$ cat config.mk
export PLATFORM = sky130hd
export DESIGN_NAME = router_rx_port
export DESIGN_NICKNAME = d
export VERILOG_FILES = /design/src/rtl/router_rx_port.sv
export SDC_FILE = /design/constraint.sdc
export NUM_CORES = 1
export LEC_CHECK = 0
export CORE_MARGIN = 10
export CORE_UTILIZATION = 50
export CTS_CLUSTER_SIZE = 24
export DETAILED_ROUTE_END_ITERATION = 10
export GPL_TIMING_DRIVEN = 0
export PLACE_DENSITY = 0.78
export REMOVE_ABC_BUFFERS = 1
export SLEW_MARGIN = 20
export SYNTH_ARGS = -nofsm -noshare
export SYNTH_HDL_FRONTEND = slang
export SYNTH_SLANG_ARGS = --single-unit
$ cat constraint.sdc
create_clock -name clk -period 6.32 [get_ports clk]
set_input_delay 1.264 -clock clk [delete_from_list [all_inputs] [get_ports clk]]
set_output_delay 1.264 -clock clk [all_outputs]
set_load 0.1 [all_outputs]
$ cat src/rtl/router_rx_port.sv
// Receives one router output port: LSB-first serial bits are packed into bytes
// and queued in a first-word-fall-through FIFO with last/err flags.
module router_rx_port #(
    parameter int unsigned DEPTH     = 16,
    parameter int unsigned PKT_CNT_W = 16
) (
    input  logic                 clk,
    input  logic                 reset,
    input  logic                 dout,
    input  logic                 valido_n,
    input  logic                 frameo_n,
    output logic [7:0]           m_data,
    output logic                 m_last,
    output logic                 m_err,
    output logic                 m_valid,
    input  logic                 m_ready,
    output logic                 busy,
    output logic                 overflow,
    output logic                 proto_err,
    input  logic                 clr_flags,
    output logic [PKT_CNT_W-1:0] pkt_count
);
    localparam int unsigned AW = $clog2(DEPTH);

    typedef enum logic [1:0] {IDLE, RECV, FLUSH} state_t;

    logic                 din_q, vin_n_q, fin_n_q;
    state_t               state_q, state_d;
    logic [7:0]           shifter_q, shifter_d;
    logic [2:0]           bitcnt_q, bitcnt_d;
    logic [7:0]           pend_q, pend_d;
    logic                 pend_v_q, pend_v_d;
    logic                 overflow_q, overflow_d;
    logic                 proto_err_q, proto_err_d;
    logic [PKT_CNT_W-1:0] pkt_count_q, pkt_count_d;

    // FIFO entries are {last, err, data}
    logic [9:0]           mem_q [DEPTH];
    logic [AW-1:0]        wr_ptr_q, wr_ptr_d;
    logic [AW-1:0]        rd_ptr_q, rd_ptr_d;
    logic [AW:0]          count_q, count_d;

    logic                 take_bit;
    logic                 push;
    logic [9:0]           push_entry;
    logic                 proto_set;
    logic                 pop;
    logic                 full;
    logic                 wr_en;
    logic [9:0]           head;

    always_comb begin
        state_d    = state_q;
        shifter_d  = shifter_q;
        bitcnt_d   = bitcnt_q;
        pend_d     = pend_q;
        pend_v_d   = pend_v_q;
        take_bit   = 1'b0;
        push       = 1'b0;
        push_entry = '0;
        proto_set  = 1'b0;

        case (state_q)
            IDLE: begin
                if (!fin_n_q) begin
                    state_d  = RECV;
                    take_bit = !vin_n_q;
                end
            end
            RECV: begin
                take_bit = !vin_n_q;
                if (fin_n_q) begin
                    state_d = FLUSH;
                end
            end
            FLUSH: begin
                if (bitcnt_q != 3'd0) begin
                    push       = 1'b1;
                    push_entry = {2'b11, shifter_q};
                end else if (pend_v_q) begin
                    push       = 1'b1;
                    push_entry = {2'b10, pend_q};
                end
                bitcnt_d  = '0;
                shifter_d = '0;
                pend_v_d  = 1'b0;
                state_d   = IDLE;
                proto_set = !fin_n_q;
            end
            default: state_d = IDLE;
        endcase

        // The shifter is cleared on byte completion so a partial byte is zero-padded.
        if (take_bit) begin
            if (bitcnt_q == 3'd0 && pend_v_q) begin
                push       = 1'b1;
                push_entry = {2'b00, pend_q};
                pend_v_d   = 1'b0;
            end
            if (bitcnt_q == 3'd7) begin
                pend_d    = {din_q, shifter_q[6:0]};
                pend_v_d  = 1'b1;
                shifter_d = '0;
            end else begin
                shifter_d[bitcnt_q] = din_q;
            end
            bitcnt_d = bitcnt_q + 3'd1;
        end
    end

    always_comb begin
        pop      = m_valid && m_ready;
        full     = (count_q == (AW+1)'(DEPTH));
        wr_en    = push && (!full || pop);
        wr_ptr_d = wr_en ? wr_ptr_q + AW'(1) : wr_ptr_q;
        rd_ptr_d = pop ? rd_ptr_q + AW'(1) : rd_ptr_q;

        count_d = count_q;
        if (wr_en && !pop) begin
            count_d = count_q + (AW+1)'(1);
        end else if (!wr_en && pop) begin
            count_d = count_q - (AW+1)'(1);
        end

        overflow_d = clr_flags ? 1'b0 : overflow_q;
        if (push && !wr_en) begin
            overflow_d = 1'b1;
        end
        proto_err_d = clr_flags ? 1'b0 : proto_err_q;
        if (proto_set) begin
            proto_err_d = 1'b1;
        end

        pkt_count_d = pkt_count_q;
        if (wr_en && push_entry[9]) begin
            pkt_count_d = pkt_count_q + PKT_CNT_W'(1);
        end
    end

    always_ff @(posedge clk or posedge reset) begin
        if (reset) begin
            din_q       <= 1'b0;
            vin_n_q     <= 1'b1;
            fin_n_q     <= 1'b1;
            state_q     <= IDLE;
            shifter_q   <= '0;
            bitcnt_q    <= '0;
            pend_q      <= '0;
            pend_v_q    <= 1'b0;
            overflow_q  <= 1'b0;
            proto_err_q <= 1'b0;
            pkt_count_q <= '0;
            wr_ptr_q    <= '0;
            rd_ptr_q    <= '0;
            count_q     <= '0;
        end else begin
            din_q       <= dout;
            vin_n_q     <= valido_n;
            fin_n_q     <= frameo_n;
            state_q     <= state_d;
            shifter_q   <= shifter_d;
            bitcnt_q    <= bitcnt_d;
            pend_q      <= pend_d;
            pend_v_q    <= pend_v_d;
            overflow_q  <= overflow_d;
            proto_err_q <= proto_err_d;
            pkt_count_q <= pkt_count_d;
            wr_ptr_q    <= wr_ptr_d;
            rd_ptr_q    <= rd_ptr_d;
            count_q     <= count_d;
        end
    end

    always_ff @(posedge clk) begin
        if (wr_en) begin
            mem_q[wr_ptr_q] <= push_entry;
        end
    end

    // Head fields are forced to zero while empty so storage needs no reset.
    assign head                     = mem_q[rd_ptr_q];
    assign m_valid                  = (count_q != '0);
    assign {m_last, m_err, m_data}  = m_valid ? head : '0;
    assign busy                     = (state_q != IDLE);
    assign overflow                 = overflow_q;
    assign proto_err                = proto_err_q;
    assign pkt_count                = pkt_count_q;

endmodule

==> impl_metrics.yaml, run 1 <==
clock_tree:
  cts_sinks: 216
  post_cts_buffers: 0
  cts_tree: "yes"
  cts-root-buf: "clkbuf_16"
  ctsHoldBuffers: 0
  clk_latency_ps: 510
  ctsLongestPathBuffers: 3
  cts-resized-gates: 0
  cts_buffers: 22
  clk_pin_slew_ps: 60
  htree_num_levels: 1
grt:
  grt_pass1_vias: 5131
  use_met2: 0.255
  grt-ovfl-total: 0
  grt_usage: 0.152
  grt_max_degree: 57
  grt_pass1_wl_um: 28800
  antenna_found_initial: 1
  use_met3: 0.0368
  busiest_layer: "met2"
  grtUsageMet1: 0.191
yosys:
  yosysSeqAreaShare: 0.692
  synthCells: 515
  synthArstFlopShare: 0.259
  synth-edff-count: 160
  yosys_warnings: 0
  synth.ff_latch_count: 216
  syn_avg_cell_area_um2: 17.4
  yosys.cell_types.count: 55
  synth_ff_type: "edfxtp_1"
  netlist_area_um2: 8970
final_layout:
  layout_common_cells: "edfxtp_1, dfrtp_1, mux4_2"
  area_growth_pct: 15.9
  num_antenna_cells: 0
  final_common_cell: "edfxtp_1"
  drive_gt1_frac: 0.191
  nets: 575
  final_core_util: 0.597
routing:
  wl_per_cell_um: 22.9
  drt-initial-drc-count: 403
  drc: 0
  totalWireLength_um: 18200
  first_pass_iters: 4
  avgViaCountPerCell: 5.92
  ant_nets: 0
  vias: 4710
setup_path:
  arrival_ps: 3510
  path_class: "flop to primary output"
  crit_path_start_kind: "flop"
  cp.required_ps: 5060
  path_max_fanout: 9
  critPathCaptureType: "primary output"
floorplan:
  ios: 37
  die_w_um: 154
  num_rows: 48
  coreArea_um2: 17400
  die-area_um2: 23700
  start_util: 0.515
  die_h_um: 154
hold_path:
  hold_path.class: "flop to flop"
sta:
  slew_headroom: 0.331
  worst_pin_slew_ps: 1000
  fmax_mhz: 210
  fin_crit_ps: 4770
  hold_violations: 0
  fin_skew_ps: 20.1
  setup_viol: 0
  fin_crit_sh: 0.755
  rsz0062_at_grt: "false"
  maxSlewViolCount: 0
  totalNegativeSetupSlack_ps: 0
power:
  pwr_density_cell_nw_per_um2: 494
  leakage_nw: 3.78
  vdd_drop_max_uv: 629
status:
  outcome: "finished clean"
flow_run:
  drv_cap: 0
placed_design:
  gp_congestion: 0.812
  hpwl_um: 10900
  port_buffers: 36
==> critical path, stage by stage, from the launching register on <==
cell,delay [ps]
dfrtp_1,440
or4_4,630
or2_1,350
nand2b_1,390
o22ai_1,180
clkdlybuf4s50_1,1010
==> per-stage QoR <==
stage	worst slack, ps	power, mW	hold WS, ps	cells	cell area, µm²
3_3_place_gp	726	3.63	462	753	9510
3_5_place_dp	1520	3.69	463	755	9560
6_report	1550	5.13	480	795	10400
5_1_grt	1390	5.34	508	795	10400
2_1_floorplan	1370	3.23	463	492	8870
4_1_cts	1510	5.16	483	795	10400
==> worst paths after layout <==
kind | from | to | slack [ps] | cells after the start
worst max-delay path | count_q[0] | m_data[6] | 1550 | 5
worst min-delay path | pkt_count[15] | pkt_count[15] | 480 | 1
worst max register to register | bitcnt_q[0] | count_q[4] | 2740 | 12
worst min register to register | pkt_count[15] | pkt_count[15] | 480 | 1
max in group asynchronous | reset | rd_ptr_q[1] | 4560 | 2
min in group asynchronous | reset | bitcnt_q[0] | 1230 | 2
==> routing by layer <==
layer / up-vias / share of wire
li1: 2095 / -
met1: 2415 / 0.41
met2: 162 / 0.50
met3: 38 / 0.072
met4: 0 / 0.024
met5: - / 0
==> sequential cells by signal, indices dropped and copies added, names as in the netlist, 2 cells and up <==
signal,count
bitcnt_q,3
count_q,5
state_q,2
wr_ptr_q,4
pkt_count,16
pend_q,8
rd_ptr_q,4
mem_q,160
shifter_q,8
==> cells in the mapped netlist (all sizes together) (5+ instances only) <==
cell type	count	share of area
inv	13	0.0054
edfxtp	160	0.54
clkbuf	10	0.0042
and3	14	0.0098
buf	13	0.0078
mux2i	19	0.021
ha	13	0.018
a21oi	6	0.0033
xnor2	11	0.011
nand2b	6	0.0042
nand2	14	0.0061
nor2b	5	0.0035
a22o	8	0.0078
o21ai	8	0.0049
dfrtp	54	0.15
nand3	9	0.0050
o22ai	11	0.0077
mux2	13	0.016
nor3	13	0.0072
mux4	41	0.10
and2	7	0.0049
nor2	16	0.0070
xor2	14	0.014
==> where the power goes <==
part	internal, mW	leakage, nW	switching (mW)
combinational	0.637	1.23	1.13
clock	0.940	0.401	0.531
sequential	1.67	2.15	0.234
total	3.24	3.78	1.89
==> final cells by class <==
cell class	instances	area, µm²
fill	1250	7020
multi-input combinational	262	2610
clock inverter	14	259
timing repair buffer	38	400
inverter	14	55.1
clock buffer	26	576
tap	225	282
sequential	216	6210
==> cell families (layout without fill, tap and decap cells) <==
logic type | Yosys count | count (layout) | synth area share
mux | 73 | 73 | 0.140
fa+ha+maj | 14 | 14 | 0.0204
flops | 216 | 216 | 0.692
buf+inv | 37 | 92 | 0.0178
xor+xnor | 25 | 25 | 0.0244
simple gates | 99 | 99 | 0.0626
compound gates | 51 | 51 | 0.0427
(Power assumes the default switching activity.)
==> run 2: changes to the inputs <==
- clock period: 6.32 -> 4.7 ns (I/O delays scaled with it)
==> results of run 2 <==
The final DEF is identical to that of run 1. Status: finished clean.
Among the figures that moved: setup slack after placement 1520 ps -> 220 ps; setup slack after layout 1550 ps -> 255 ps; register-to-register setup slack 2740 ps -> 1120 ps; total power 5.13 mW -> 6.90 mW; worst IR drop on VDD 629 µV -> 846 µV
==> run 3: changes to the inputs <==
- SKIP_LAST_GASP: unset -> 1
==> results of run 3 <==
The final DEF is identical to that of run 1. Status: finished clean.
Among the figures that moved: setup slack after placement 1520 ps -> 220 ps; setup slack after layout 1550 ps -> 255 ps; register-to-register setup slack 2740 ps -> 1120 ps; total power 5.13 mW -> 6.90 mW; worst IR drop on VDD 629 µV -> 846 µV
